**config.mk**
```make
export PLATFORM = sky130hd
export DESIGN_NAME = gcd_engine
export DESIGN_NICKNAME = d
export VERILOG_FILES = /design/src/rtl/gcd_engine.sv
export SDC_FILE = /design/constraint.sdc
export NUM_CORES = 1
export LEC_CHECK = 0
export ABC_AREA = 1
export CORE_UTILIZATION = 52
export CTS_CLUSTER_DIAMETER = 200
export DETAILED_ROUTE_END_ITERATION = 8
export PLACE_DENSITY = 0.76
export SLEW_MARGIN = 20
export SYNTH_ARGS = -nofsm -noshare
export SYNTH_HDL_FRONTEND = slang
export SYNTH_SLANG_ARGS = --single-unit
export TNS_END_PERCENT = 5
```
**constraint.sdc**
```tcl
create_clock -name clk -period 2.5 [get_ports clk]
set_clock_uncertainty 0.2 [all_clocks]
set_input_delay 0.25 -clock clk [delete_from_list [all_inputs] [get_ports clk]]
set_output_delay 0.25 -clock clk [all_outputs]
set_load 0.005 [all_outputs]
```
**src/rtl/gcd_engine.sv**
```systemverilog
// rtl/gcd_engine.sv - handshaked subtract-based Euclid GCD engine; define GCD_CYCLE_COUNT_EN to add the cycles output
module gcd_engine #(
  parameter int WIDTH = 8
) (
  input  logic             clk,
  input  logic             rst_n,
  input  logic             start,
  input  logic [WIDTH-1:0] a,
  input  logic [WIDTH-1:0] b,
  output logic             busy,
  output logic             done,
  output logic [WIDTH-1:0] gcd,
  output logic             err
`ifdef GCD_CYCLE_COUNT_EN
  ,
  output logic [WIDTH-1:0] cycles
`endif
);

  typedef enum logic [1:0] {
    IDLE = 2'd0,
    CALC = 2'd1,
    DONE = 2'd2
  } state_t;

  state_t           state;
  state_t           state_nxt;
  logic [WIDTH-1:0] x;
  logic [WIDTH-1:0] y;
  logic [WIDTH-1:0] x_nxt;
  logic [WIDTH-1:0] y_nxt;
  logic [WIDTH-1:0] gcd_nxt;
  logic             err_nxt;

  // Operand comparisons used by the CALC step; the zero tests take priority
  logic x_zero;
  logic y_zero;
  logic x_eq_y;
  logic x_gt_y;
  logic accept;
  logic calc_last;

  // Decode the current operand relationship for this CALC step
  always_comb begin
    x_zero    = (x == '0);
    y_zero    = (y == '0);
    x_eq_y    = (x == y);
    x_gt_y    = (x > y);
    accept    = (state == IDLE) && start;
    calc_last = (state == CALC) && (x_zero || y_zero || x_eq_y);
  end

  // State, operand and result registers; reset aborts any operation in flight
  always_ff @(posedge clk or negedge rst_n) begin
    if (!rst_n) begin
      state <= IDLE;
      x     <= '0;
      y     <= '0;
      gcd   <= '0;
      err   <= 1'b0;
    end else begin
      state <= state_nxt;
      x     <= x_nxt;
      y     <= y_nxt;
      gcd   <= gcd_nxt;
      err   <= err_nxt;
    end
  end

  // Next-state, one Euclid subtraction per CALC cycle, and the handshake outputs
  always_comb begin
    state_nxt = state;
    x_nxt     = x;
    y_nxt     = y;
    gcd_nxt   = gcd;
    err_nxt   = err;
    busy      = 1'b0;
    done      = 1'b0;
    case (state)
      IDLE: begin
        // Operands are captured only here, so later a/b activity cannot disturb x/y
        if (start) begin
          x_nxt     = a;
          y_nxt     = b;
          state_nxt = CALC;
        end
      end
      CALC: begin
        busy = 1'b1;
        if (x_zero || y_zero) begin
          // gcd(n,0)=n; gcd(0,0) is undefined and flagged
          gcd_nxt   = x | y;
          err_nxt   = x_zero && y_zero;
          state_nxt = DONE;
        end else if (x_eq_y) begin
          gcd_nxt   = x;
          err_nxt   = 1'b0;
          state_nxt = DONE;
        end else if (x_gt_y) begin
          // Only the larger value is reduced, so no underflow is possible
          x_nxt = x - y;
        end else begin
          y_nxt = y - x;
        end
      end
      DONE: begin
        busy      = 1'b1;
        done      = 1'b1;
        state_nxt = IDLE;
      end
      default: begin
        state_nxt = IDLE;
      end
    endcase
  end

`ifdef GCD_CYCLE_COUNT_EN
  logic [WIDTH-1:0] cnt;

  // Count CALC cycles; the final CALC cycle is included when publishing to cycles
  always_ff @(posedge clk or negedge rst_n) begin
    if (!rst_n) begin
      cnt    <= '0;
      cycles <= '0;
    end else begin
      if (accept) begin
        cnt <= '0;
      end else if (calc_last) begin
        cycles <= cnt + WIDTH'(1);
      end else if (state == CALC) begin
        cnt <= cnt + WIDTH'(1);
      end
    end
  end
`endif

endmodule

```
# Yosys cells after proc, flatten, opt, wreduce, memory -nomap -nowiden
# Index checks and enable logic that the tools add are counted.
word_totals:
  ff_bits: 27
  latch_bits: 0
  mem_bits_rw: 0
  mem_bits_ro: 0
  output_inout_bits: 11
  word_cells: 50
  n_memories: 0
op_classes:
  add_sub_neg: 2
  mul: 0
  div_mod_pow: 0
  magnitude_cmp: 1
  n_eq_ne: 9
  n_shift: 0
  n_mux: 20
  n_bitwise: 1
  n_reduce_logical: 12
op_table:
  columns: ["operator", "n"]
  rows:
  - ["8-bit two-way mux", 10]
  - ["8-bit one-hot mux with 2 select lines", 2]
  - ["8-bit logical NOT", 2]
  - ["8-bit subtractor", 2]
  - ["2-bit != test (second input constant)", 5]
  - ["5-bit AND reduction", 2]
  - ["8-bit == test", 1]
  - ["8-bit greater-than comparator", 1]
  - ["8-bit bitwise OR", 1]
  - ["2-bit two-way mux", 3]
  - ["1-bit two-way mux", 4]
  - ["2-bit one-hot mux with 2 select lines", 1]
  - ["2-bit AND reduction", 2]
  - ["2-bit nonzero test", 2]
  - ["3-bit by 2-bit != test with 1-bit output (second input constant)", 1]
  - ["2-bit by 1-bit == test with 1-bit output (second input constant)", 1]
  - ["2-bit == test (second input constant)", 1]
  - ["2-bit logical NOT", 1]
  - ["2-bit OR reduction", 1]
  - ["1-bit logical AND", 1]
  - ["1-bit logical OR", 1]

# Logic depth before layout (Yosys ltp)
# Gate-level depths: netlist of run 1.
depth:
  ltp_word: 5
  ltp_mapped: 13
  mapped_depth_nobuf: 13

# Worst setup path before layout of run 1
# No wires, ideal clock.
synth_path:
  kind: "register -> register"
  start: "register x[0]"
  end: "register y[7]"
  setup_time_ns: 0.116
  t_arrival_ns: 1.664
  t_required_ns: 2.184
  path_slack_ns: 0.519
  path_stages_with_launch: 14
  period_less_slack_ns: 1.981
  path_cell_list: "dfrtp_1 > inv_1 > ha_1 > fa_1 > inv_1 > nand2_2 > nand2_2 > nand3_2 > nand2_1 > nand2_2 > inv_2 > nor2_8 > nand2_1 > nand2_1"
synth_between:
  elab_chain_len: 5
  word_cells_on_any_way: 13
  classes_between: "1 x add/sub; 1 x order compare; 4 x eq/ne; 4 x mux; 3 x reduce/logical"
synth_rtl:
  columns: ["element", "line", "rtl"]
  rows:
  - ["from (decl)", "28", "logic [WIDTH-1:0] x;"]
  - ["from (signal assigned)", "63", "x <= x_nxt;"]
  - ["8-bit subtractor", "103", "y_nxt = y - x;"]
  - ["8-bit two-way mux", "99", "end else if (x_gt_y) begin"]
  - ["8-bit two-way mux", "95", "end else if (x_eq_y) begin"]
  - ["8-bit two-way mux", "90", "if (x_zero || y_zero) begin"]
  - ["8-bit one-hot mux with 2 select lines", "79", "case (state)"]
  - ["to (signal assigned)", "64", "y <= y_nxt;"]
  - ["to (decl)", "29", "logic [WIDTH-1:0] y;"]
# Parallel ways exist; a longest one is shown, timed or not. The select of a mux whose other input is x is not followed.
# A chain may end at the register's enable or synchronous reset.

# Worst setup path in the final report of run 1
layout_path:
  start: "register x[3]"
  end: "register y[6]"
# Same word-level chain as after synthesis.

==> flow_summary.json, run 1 <==
{
  "p_clk_frac": 0.063,
  "syn-cell-area_um2": 2370,
  "syn_inst": 342,
  "leakage_nw": 1.49,
  "drc": 0,
  "finalSetupTns_ns": 0,
  "grt_antenna_before_repair": 0,
  "syn_avg_cell_area_um2": 6.93,
  "grt_pass1_wl_um": 9700,
  "slowest_delay_ns": 0.46,
  "sw_frac_of_total": 0.540,
  "finalHoldViolations": 0,
  "htreeDepth": 1,
  "initial_core_util": 0.545,
  "drtIter0Drc": 130,
  "finalCritPeriodShare": 0.927,
  "crit_family": "simple AND/OR/NAND/NOR gates",
  "yosys_warnings": 0,
  "fp-row-count": 24,
  "crit_path_start_kind": "flip-flop",
  "register_area_um2": 676,
  "path_buf_inv": 1,
  "pwr-share-comb": 0.748,
  "dieArea_um2": 4830,
  "cp.required_ns": 2.49,
  "hpwlAfterDp_um": 4380,
  "track_usage": 0.250,
  "grt_max_degree": 28,
  "rsz0062_at_grt": "no",
  "instances_no_fill": 430,
  "routed_wl_um": 5460,
  "clkSinkCount": 27,
  "clockRootBuffer": "clkbuf_8",
  "port_buffers": 29,
  "p_sw_mw": 2.31,
  "clk_latency_ns": 0.29,
  "min_path_type": "in2async",
  "status": "complete, no violations",
  "worstPathCellList": "inv_1, ha_1, nor2_4, nand2_4, nor2_4, o21ai_4, nand3_2, nand2_1, nand2_1",
  "num_antenna_cells": 0,
  "syn2layout_area_growth_pct": 18.4,
  "cap_violations": 0,
  "io_pins": 30,
  "finalCriticalPeriod_ns": 2.32,
  "critPathKind": "reg2reg",
  "gp_congestion": 0.910,
  "multi_input_area_um2": 1500,
  "yosysSeqAreaShare": 0.285,
  "dpl-instance-area_um2": 2760,
  "seqPwrFrac": 0.189,
  "power_density_nw_per_um2": 1520,
  "post_drt_wl_per_cell_um": 12.7,
  "slew_viol_final": 0,
  "avgViaCountPerCell": 5.10,
  "cts.clk_slew.worst_paths_ns": 0.11,
  "finalSetupViolCount": 0,
  "ir_drop_mv": 0.850,
  "cp.arrival_ns": 2.31,
  "fill_cells": 426,
  "cts_tree": "yes",
  "synth_top_cell_by_area": "dfrtp_1",
  "syn-num-nets": 390,
  "yosysTopAreaCellShare": 0.285,
  "vias": 2194,
  "clock_path_buffers": 2,
  "drive_gt1_frac": 0.0979,
  "first_global_vias": 2199,
  "dp_cells": 426,
  "cts_resized": 0,
  "fmax_mhz": 431,
  "slew_headroom": 0.711,
  "whs_ns": 0.134,
  "internal-power_mw": 1.97,
  "core_um2": 4350,
  "cp-end-kind": "flip-flop",
  "cts_inserted_buffers": 3,
  "grt.overflow.total": 0,
  "synth-seq-cells": 27,
  "drtAntennaViolNets": 0,
  "die_w_um": 69.5,
  "worst_slew_pin_slew_ns": 0.432,
  "drtPass1Iterations": 5,
  "slowest_stage": "ha_1",
  "synth.distinct_cells": 30,
  "dieHeight_um": 69.5,
  "nets": 427,
  "fin_area_um2": 2810,
  "synthTopCellsByArea": "dfrtp_1 28%, nand2_1 22%, ha_1 14%",
  "worst-path-max-fanout": 18
}
## cell usage after synthesis (all sizes together)
cell type and count:
nand3 28, and2 1, clkbuf 2, nand4 3, xnor2 2, o31ai 1, buf 4, o21bai 2
o21ai 23, fa 2, inv 42, nor2 24, dfrtp 27, ha 27, a21oi 8, nand2 146
## per-layer routing
layer / part of all wire / vias up / GRT usage
li1: - / 1138 / -
met1: 0.48 / 985 / 0.348
met2: 0.46 / 64 / 0.406
met3: 0.056 / 7 / 0.0392
met4: 0.012 / 0 / 0.0612
met5: 0 / - / 0
## per-stage QoR
stage | power, mW | setup WS [ns] | utilization
floorplan | 3.14 | 0.519 | -
global placement | 3.95 | 0.191 | 0.634
detailed placement | 4.00 | 0.169 | 0.634
CTS | 4.28 | 0.151 | 0.645
global route | 4.79 | 0.0119 | 0.645
finish | 4.28 | 0.182 | 0.645
## layout by cell type, fill, tap and decap left out, types with 5 or more instances in the layout
master	instances
nand2_1	140
inv_1	39
clkdlybuf4s50_1	29
ha_1	27
dfrtp_1	27
nand3_1	23
o21ai_0	17
nor2_1	16
buf_4	9
a21oi_1	7
o21ai_1	5
## layout make-up
type                    count  area share
inverters                  42      0.0561
clock inverters             1     0.00267
repair buffers             38       0.127
flip-flops and latches     27       0.241
clock buffers               3      0.0147
well taps                  52      0.0232
multi-input cells         267       0.535
## cells by family after synthesis
kind of cell,count (synthesis),share of synthesized area
fa+ha+maj,29,0.159
compound gates,34,0.0813
xor+xnor,2,0.00739
simple gates,202,0.386
flops,27,0.285
buf+inv,48,0.0813
## timing repair
item / 4_1_cts / 5_1_grt
setup endpoints to repair: 0 / 1
endpoints found under the hold margin: 0 / 0
buffers inserted: 0 / 0
hold buffers: 0 / 0
## power groups by stage
stage	clock [mW]	combinational, mW	sequential (mW)
after floorplan	0	2.34	0.802
after global placement	0	3.14	0.806
after detailed placement	0	3.19	0.814
after CTS	0.272	3.21	0.806
after global routing	0.287	3.67	0.831
final	0.269	3.20	0.808
## worst register-to-register path: stages (launching register included)
cell     delay [ns]
dfrtp_1        0.40
inv_1          0.11
ha_1           0.46
nor2_4         0.11
nand2_4        0.07
nor2_4         0.05
o21ai_4        0.36
nand3_2        0.28
nand2_1        0.14
nand2_1        0.06
## sequential cells by signal, summed over array words and instances (netlist names)
register,count
state,2
err,1
x,8
gcd,8
y,8
## worst paths after layout
check	start	endpoint	slack, ns	cells past startpoint
worst max register to register	x[3]	y[6]	0.18	9
worst max-delay path	x[3]	y[6]	0.18	9
max in group asynchronous	rst_n	x[3]	1.69	2
worst min register to register	err	err	0.30	2
min in group clk	err	err	0.30	2
worst min-delay path	rst_n	x[5]	0.13	2
(Power assumes the default switching activity.)
==> run 2: changes to the inputs <==
ABC_AREA = not set   (was 1)
CORE_MARGIN = 5   (was not set)
==> run 2 against run 1 <==
- the run now ends with negative setup slack left
- first-iteration DRC count rose by 14%
- fmax shrank 7.6%
- highest routed layer unchanged
- largest cell class unchanged
- routed wire length grew 11%
- register-to-register slack worse by 0.19 ns
- sequential power down 5.3%
- critical path type unchanged
- via count decreased by 5.9%
- non-clock buffer count rose by 30
==> flow_summary.json, run 2 <==
{
  "synth.distinct_cells": 52,
  "post_drt_wl_per_cell_um": 16.7,
  "yosys.area_share.xor_xnor": 0.0374,
  "avgViaCountPerCell": 5.66,
  "htreeDepth": 1,
  "num_antenna_cells": 0,
  "worst_slew_pin_slew_ns": 0.493,
  "core_um2": 4350,
  "gp_congestion": 0.865,
  "finalSetupTns_ns": -0.00926,
  "hpwlAfterDp_um": 4580,
  "final_common_cell": "buf_4",
  "synth_fa_ha_area_frac": 0.161,
  "slew_headroom": 0.663,
  "clockRootBuffer": "clkbuf_8",
  "syn-cell-area_um2": 2340,
  "synth_top_family_by_area": "compound AO/OA/AOI/OAI gates",
  "dieArea_um2": 5940,
  "min_path_type": "in2async",
  "port_buffers": 29,
  "rsz0062_at_grt": "yes",
  "worst-path-max-fanout": 6,
  "drc": 0,
  "fp-row-count": 24,
  "postCtsHoldBufs": 0,
  "cp.required_ns": 2.49,
  "die_w_um": 77.1,
  "setup_slack_ns": -0.00926,
  "finalHoldViolations": 0,
  "grt_max_degree": 28,
  "violations": "negative setup slack",
  "routed_wl_um": 6080,
  "post-place-ws_ns": -0.0443,
  "synth_mux_area_frac": 0.0535,
  "synthTopCellsByArea": "dfrtp_1 29%, ha_1 14%, inv_1 3.9%",
  "dieHeight_um": 77.1,
  "critPathKind": "reg2reg",
  "leakage_nw": 1.38,
  "finalCriticalPeriod_ns": 2.51,
  "yosysSeqAreaShare": 0.289,
  "ir_drop_mv": 0.809,
  "syn_avg_cell_area_um2": 9.40,
  "yosysTopAreaCellShare": 0.289,
  "vias": 2065,
  "yosys_warnings": 0,
  "drtAntennaViolNets": 0,
  "status": "finished, violations left",
  "synth_top_cell_by_area": "dfrtp_1",
  "cap_violations": 0,
  "syn2layout_area_growth_pct": 31.7,
  "synth-seq-cells": 27,
  "synth_enable_flop_cells": 0,
  "slew_viol_final": 0,
  "drtIter0Drc": 148,
  "reg_top3": "gcd x8, x x8, y x8",
  "track_usage": 0.204,
  "drtPass1Iterations": 4,
  "ys.flop_type": "dfrtp_1",
  "drive_gt1_frac": 0.256,
  "power_density_nw_per_um2": 1670,
  "synthArstFlopShare": 1.00,
  "cts_inserted_buffers": 3,
  "nets": 362,
  "grt_antenna_before_repair": 0,
  "fmax_mhz": 399,
  "grt_pass1_wl_um": 9780,
  "cts.clk_slew.worst_paths_ns": 0.11,
  "fill_cells": 340,
  "synth_compound_area_frac": 0.208,
  "cp-end-kind": "flip-flop",
  "yosys-top-cells-count": "27 x dfrtp_1, 27 x ha_1, 24 x inv_1",
  "grt.overflow.total": 0,
  "syn_inst": 249,
  "crit_path_start_kind": "flip-flop",
  "cp.arrival_ns": 2.50,
  "clock_path_buffers": 2,
  "first_global_vias": 2012,
  "layout_common_cells": "38 x buf_4, 29 x clkdlybuf4s50_1, 27 x dfrtp_1, 22 x inv_1, 22 x ha_1",
  "synth-simple-area-share": 0.189,
  "io_pins": 30,
  "syn-num-nets": 297,
  "initial_core_util": 0.537,
  "cts_tree": "yes",
  "finalCritPeriodShare": 1.00,
  "clk_latency_ns": 0.29,
  "r2r_cells": 9,
  "finalSetupViolCount": 1,
  "clkSinkCount": 27
}
[run 2: cell types whose count changed in the layout (fill, tap and decap cells not counted), moves of 6 or more]
cell	delta
nand3_1	-17
nand2_1	-125
buf_4	+29
a21oi_1	+9
o21ai_1	+6
inv_1	-17
o21ai_0	-9
[run 2: cell families (layout without fill, tap and decap cells)]
| family | count (synthesis) | in the layout |
|---|---|---|
| XOR/XNOR | 10 | 10 |
| multiplexers | 10 | 10 |
| flip-flops | 27 | 27 |
| AND/OR/NAND/NOR | 75 | 75 |
| buffers and inverters | 32 | 96 |
| AO/OA/AOI/OAI | 66 | 66 |
| adder cells (fa/ha/maj) | 29 | 29 |
[run 2: report_power, final]
| group | switching [mW] | leakage (nW) | internal (mW) |
|---|---|---|---|
| sequential | 0.120 | 0.334 | 0.645 |
| clock | 0.160 | 0.0255 | 0.113 |
| combinational | 2.13 | 1.02 | 1.98 |
[run 2: final timing paths]
check	start	end	slack (ns)
max	y[0]	x[3]	-0.009
min	rst_n	y[5]	0.12
max reg2reg	y[0]	x[3]	-0.009
min reg2reg	gcd[5]	gcd[5]	0.29
max in group asynchronous	rst_n	state[0]	1.71
min in group clk	gcd[5]	gcd[5]	0.29
[run 2: timing repair]
action                                  in CTS  in global routing
endpoints found under the setup margin      10                 17
endpoints found under the hold margin        0                  0
buffers inserted                             4                  2
gates resized for setup                      6                 10
pin swaps                                    4                  3
[run 2: area by class of cell]
class,instances,area (um^2),area share
multi-input combinational,190,1620,0.525
sequential,27,676,0.219
timing repair buffer,68,587,0.190
inverter,24,90.1,0.0292
tap,52,65.1,0.0211
clock buffer,3,41.3,0.0134
clock inverter,1,5.00,0.00162
[run 2: per-layer routing]
layer  wire length (um)  GRT usage  up-vias
met5                  0          0        -
met4                206     0.0790        0
met3                299     0.0199       19
met2               2970      0.353       69
met1               2610      0.259      973
li1                   -          -     1004
[run 2: stage by stage]
stage	power (mW)	utilization	instances	cell area [um^2]	hold WS (ns)
3_3_place_gp	4.37	0.667	355	2900	0.266
3_5_place_dp	4.46	0.667	355	2900	0.274
5_1_grt	5.54	0.708	365	3080	0.170
2_1_floorplan	3.34	-	249	2350	-0.246
4_1_cts	4.91	0.694	363	3020	0.146
6_report	5.15	0.708	365	3080	0.119
[run 2: critical path: stages, from the launching register on]
cell and delay (ns):
dfrtp_1 0.44, inv_1 0.11, ha_1 0.37, nor4_2 0.31, and2_2 0.24, nor3_2 0.07
buf_4 0.17, nand3_1 0.09, o21ai_0 0.15, a22oi_1 0.27
